<file path="src/rtl/quad_decoder.sv">
// Quadrature A/B decoder: synchronises and deglitches the phase inputs, then
// turns each accepted Gray-code step into a step/dir pulse and a wrapping position.
module quad_decoder #(
  parameter int WIDTH       = 4,
  parameter int SYNC_STAGES = 2,
  parameter int FILTER_LEN  = 3
) (
  input  logic             clk,
  input  logic             reset,
  input  logic             a_in,
  input  logic             b_in,
  input  logic             clear,
  output logic [WIDTH-1:0] pos,
  output logic             dir,
  output logic             step,
  output logic             err
);

  localparam int CW = $clog2(FILTER_LEN + 2) + 1;

  typedef enum logic {INIT, TRACK} state_t;

  state_t                 state, next_state;
  logic [SYNC_STAGES-1:0] sync_a, sync_b, sync_vld;
  logic [1:0]             s_ab, p_ab, f_ab;
  logic                   s_vld, p_vld;
  logic [CW-1:0]          cnt;
  logic                   same, held_ok, accept;
  logic                   load, go_up, go_down, go_err;
  logic [1:0]             old_bin, new_bin, delta;

  // sync_vld marks which stages hold real samples, so the zeros left by reset
  // are never mistaken for a stable 00 input.
  always_ff @(posedge clk) begin
    if (reset) begin
      sync_a   <= '0;
      sync_b   <= '0;
      sync_vld <= '0;
    end else begin
      sync_a   <= {sync_a[SYNC_STAGES-2:0], a_in};
      sync_b   <= {sync_b[SYNC_STAGES-2:0], b_in};
      sync_vld <= {sync_vld[SYNC_STAGES-2:0], 1'b1};
    end
  end

  assign s_ab  = {sync_a[SYNC_STAGES-1], sync_b[SYNC_STAGES-1]};
  assign s_vld = sync_vld[SYNC_STAGES-1];

  always_ff @(posedge clk) begin
    if (reset) begin
      p_ab  <= '0;
      p_vld <= 1'b0;
      cnt   <= '0;
    end else begin
      p_ab  <= s_ab;
      p_vld <= s_vld;
      if (!same)
        cnt <= '0;
      else if (cnt < CW'(FILTER_LEN))
        cnt <= cnt + CW'(1);
    end
  end

  // When s_ab matches the previous cycle it has been stable for cnt+2 cycles.
  always_comb begin
    same    = s_vld & p_vld & (s_ab == p_ab);
    held_ok = 1'b0;
    if (s_vld) begin
      if (same)
        held_ok = ({1'b0, cnt} + (CW+1)'(2)) >= (CW+1)'(FILTER_LEN);
      else
        held_ok = (FILTER_LEN <= 1);
    end
    accept = held_ok & ((state == INIT) | (s_ab != f_ab));
  end

  always_ff @(posedge clk) begin
    if (reset)
      state <= INIT;
    else
      state <= next_state;
  end

  // Gray to binary makes the step direction a simple modulo-4 difference.
  always_comb begin
    next_state = state;
    load       = 1'b0;
    go_up      = 1'b0;
    go_down    = 1'b0;
    go_err     = 1'b0;
    old_bin    = {f_ab[1], f_ab[1] ^ f_ab[0]};
    new_bin    = {s_ab[1], s_ab[1] ^ s_ab[0]};
    delta      = new_bin - old_bin;
    case (state)
      INIT: begin
        if (accept) begin
          load       = 1'b1;
          next_state = TRACK;
        end
      end
      TRACK: begin
        if (accept) begin
          load    = 1'b1;
          go_up   = (delta == 2'd1);
          go_down = (delta == 2'd3);
          go_err  = (delta == 2'd2);
        end
      end
      default: next_state = INIT;
    endcase
  end

  always_ff @(posedge clk) begin
    if (reset) begin
      f_ab <= '0;
      pos  <= '0;
      dir  <= 1'b0;
      step <= 1'b0;
      err  <= 1'b0;
    end else begin
      step <= go_up | go_down;
      err  <= go_err;
      if (load)
        f_ab <= s_ab;
      if (go_up)
        dir <= 1'b1;
      else if (go_down)
        dir <= 1'b0;
      if (clear)
        pos <= '0;
      else if (go_up)
        pos <= pos + WIDTH'(1);
      else if (go_down)
        pos <= pos - WIDTH'(1);
    end
  end

endmodule
</file>
<file path="config.mk">
export PLATFORM = sky130hd
export DESIGN_NAME = quad_decoder
export DESIGN_NICKNAME = d
export VERILOG_FILES = /design/src/rtl/quad_decoder.sv
export SDC_FILE = /design/constraint.sdc
export NUM_CORES = 1
export LEC_CHECK = 0
export ABC_CLOCK_PERIOD_IN_PS = 2500
export BUFFER_PORTS_ARGS = -buffer_cell sky130_fd_sc_hd__buf_4
export CORE_MARGIN = 5
export CORE_UTILIZATION = 25
export DETAILED_ROUTE_END_ITERATION = 8
export PLACE_DENSITY = 0.51
export REMOVE_ABC_BUFFERS = 1
export SYNTH_ARGS = -nofsm -noshare
export SYNTH_HDL_FRONTEND = slang
export SYNTH_SLANG_ARGS = --single-unit
</file>
<file path="constraint.sdc">
create_clock -name clk -period 2.5 [get_ports clk]
set_input_delay 0.25 -clock clk [delete_from_list [all_inputs] [get_ports clk]]
set_output_delay 0.25 -clock clk [all_outputs]
set_load 0.005 [all_outputs]
</file>
==> flow_metrics.tcl <==
set metrics [dict create \
    floorplan.die.width_um 72.9 \
    end_kind "flip-flop" \
    clock.fmax_mhz 418 \
    yosys_warnings 0 \
    weighted_congestion_at_the_end_of_routability_driven_global_placement 0.713 \
    power-per-cell-area_nw_per_um2 502 \
    layout.cells.most_common "sky130_fd_sc_hd__dfxtp_1" \
    netlist_area_sq_um 990 \
    flip_flop_and_latch_count_after_synthesis 23 \
    final_cell_count_no_fill 172 \
    die_height_um 72.9 \
    clk_transition_reported_paths_ns 0.08 \
    place.port_buffers 11 \
    critical_path.reg2reg.endpoint "pos[3]" \
    setup.worst_path.start_class "flip-flop" \
    grt_pass1_wl_mm 3.49 \
    globalRoute.totalOverflow 0 \
    worstHoldStart "b_in" \
    run_status "finished, final reports clean" \
    initial_core_util_pct 26.4 \
    max-vdd-ir-drop_mv 0.345 \
    synthFlopType "sky130_fd_sc_hd__dfxtp_1" \
    dp.cells 166 \
    post-layout-total-power_uw 636 \
    dr.pass1.iters 5 \
    via_count 766 \
    num_rows 22 \
    power.share.clock_pct 36.8 \
    timing.critical_path.arrival_ns 2.54 \
    timing.setup.critical_path_class "reg -> reg" \
    synth_area_leader_cell "sky130_fd_sc_hd__dfxtp_1" \
    max-cap-violations 0 \
    post-synth-top-area-fraction_pct 46.5 \
    cell_internal_pwr_uw 499 \
    area_contributors_post_synth "sky130_fd_sc_hd__dfxtp_1 (47%), sky130_fd_sc_hd__ha_1 (8.8%), sky130_fd_sc_hd__xnor2_1 (6.2%)" \
    seqPwrFrac_pct 59.0 \
    sequential_element_share_of_the_synthesized_area_pct 46.5 \
    timing.rr.start "cnt[2]" \
    setup_viols_final 0 \
    finalNetCount 138 \
    drive_above_1_share_pct 28.2 \
    report.final.slew_viol_count 0 \
    critical_path.max_fanout 5 \
    cts_tree "built" \
    grt_use_total_pct 8.31 \
    syn2layout_area_growth_pct 27.9 \
    antenna_violations_before_repair 0 \
    floorplan.die_area_sq_um 5320 \
    crit_required_ns 2.65 \
    total_switching_power_uw 137 \
    min_path_type "in -> reg" \
    antenna_violating_nets_post_route 0 \
    pin_count 12 \
    synth_async_sr_flop_share_pct 0 \
    ctsLongestPathBuffers 2 \
    endpoint_of_the_worst_hold_path "sync_b[0]" \
    sinks_on_the_clock_net 23 \
    synth_cell_types 31 \
    number_of_instances_in_the_synthesized_netlist 103 \
    routed_via_density 4.45 \
    clock-skew-final_ns 0.00215 \
    reg2regPathDepth 11 \
    synth.avg_cell_area_sq_um 9.61 \
    finalWirelength_mm 1.83 \
    post-route-cell-area_sq_um 1270 \
    core_box_area_sq_um 3740 \
    insertion_delay_ns 0.27 \
    synth_edf_count 0 \
    cts_htree_levels 1 \
    placement.cell_area_sq_um 1170 \
    final_cell_mix "sky130_fd_sc_hd__dfxtp_1 (19), sky130_fd_sc_hd__buf_4 (18), sky130_fd_sc_hd__nor2_1 (10), sky130_fd_sc_hd__nor2b_1 (8)" \
    share_of_total_power_consumed_by_net_switching_pct 21.6 \
    leakage_nw 0.522 \
    cts_buffers 3 \
    dp.final_hpwl_mm 1.35 \
    gate_power_share_pct 4.2 \
    insertedDiodeCount 0 \
    post_drt_wl_per_cell_um 10.7 \
    worstMarginPinSlew_ns 0.565 \
    max_slew_margin_pct 62.2 \
    cts_hold_buf 0 \
    grt_start_max_net_pins 18 \
    hold_path_depth 2 \
    finalCritPeriodShare_pct 95.8 \
    cts_root_buf "sky130_fd_sc_hd__clkbuf_8" \
    finalWorstPathRequiredPeriod_ns 2.40 \
    reg2reg_setup_slack_ns 0.10 \
    hold_violations 0 \
    grt_pass1_vias 799 \
    drc 0 \
    initialDrtViolationCount 30 \
]
-- state kept, by name, indices dropped and copies added, names as in the netlist, 2 cells and up --
register  flops
cnt           4
sync_a        2
sync_b        2
f_ab          2
p_ab          2
pos           4
sync_vld      2
-- cell usage after synthesis, types with 2 or more instances --
cell / instances
sky130_fd_sc_hd__xor2_1: 3
sky130_fd_sc_hd__xnor2_1: 7
sky130_fd_sc_hd__ha_1: 7
sky130_fd_sc_hd__o21ai_0: 3
sky130_fd_sc_hd__inv_1: 3
sky130_fd_sc_hd__nand2_1: 6
sky130_fd_sc_hd__or3_1: 2
sky130_fd_sc_hd__dfxtp_1: 23
sky130_fd_sc_hd__nand3_1: 2
sky130_fd_sc_hd__clkbuf_1: 2
sky130_fd_sc_hd__a21oi_1: 8
sky130_fd_sc_hd__nor2_1: 11
sky130_fd_sc_hd__nor2b_1: 8
-- metal layers --
metal | track usage (%) | part of all wire (%)
met1 | 10.8 | 48
met2 | 12.1 | 44
met3 | 3.72 | 7.0
met4 | 2.87 | 1.3
met5 | 0 | 0
-- area by class of cell --
cell class / count / area (sq um)
tap: 48 / 60.1
timing repair buffer: 19 / 146
clock inverter: 1 / 7.51
inverter: 3 / 11.3
sequential: 23 / 468
multi-input combinational: 75 / 532
fill: 412 / 2480
clock buffer: 3 / 41.3
-- worst max path at each step --
stage / start / cells past startpoint / slack, ns / end
floorplan: cnt[1] / 11 / -0.05 / pos[3]
global placement: cnt[2] / 11 / 0.02 / pos[3]
detailed placement: cnt[2] / 11 / -0.06 / pos[3]
CTS: cnt[1] / 11 / 0.05 / pos[3]
global route: cnt[2] / 11 / -0.0005 / pos[3]
finish: cnt[2] / 11 / 0.10 / pos[3]
-- per-stage QoR --
step	util (%)	hold slack [ns]	setup WS [ns]	setup TNS (ns)
2_1_floorplan	-	0.319	-0.0453	-0.0453
6_report	33.8	0.186	0.105	0
3_5_place_dp	31.3	0.429	-0.0575	-0.0575
5_1_grt	33.8	0.210	-0.000490	-0.000490
4_1_cts	32.6	0.177	0.0547	0
3_3_place_gp	31.3	0.417	0.0206	0
-- critical path, stage by stage (launching register included) --
cell	delay, ns
sky130_fd_sc_hd__dfxtp_4	0.37
sky130_fd_sc_hd__inv_1	0.05
sky130_fd_sc_hd__ha_1	0.26
sky130_fd_sc_hd__a211o_1	0.25
sky130_fd_sc_hd__o21ba_4	0.23
sky130_fd_sc_hd__nand3_2	0.08
sky130_fd_sc_hd__ha_1	0.23
sky130_fd_sc_hd__a21o_1	0.19
sky130_fd_sc_hd__a21oi_2	0.13
sky130_fd_sc_hd__xnor2_1	0.10
sky130_fd_sc_hd__o311ai_1	0.28
sky130_fd_sc_hd__o31ai_1	0.12
-- power groups by stage --
stage / clock (mW) / combinational, mW / sequential [mW]
after floorplan: 0 / 0.0142 / 0.384
after CTS: 0.253 / 0.0262 / 0.376
final: 0.234 / 0.0265 / 0.375
after global routing: 0.263 / 0.0309 / 0.377
after detailed placement: 0 / 0.0260 / 0.385
after global placement: 0 / 0.0254 / 0.385
-- logic make-up (layout without fill, tap and decap cells) --
group,after synthesis,count (layout),synth area share (%)
compound gates,22,22,14.2
xor+xnor,10,10,8.85
fa+ha+maj,8,8,10.9
buf+inv,5,26,1.90
flops,23,23,46.5
simple gates,35,35,17.7
-- repair_timing --
action,4_1_cts,5_1_grt
hold endpoints to repair,0,0
pin swaps,0,5
buffers inserted,0,2
endpoints found under the setup margin,1,1
resized for setup,3,10
Power figures use the tool's default switching activity.
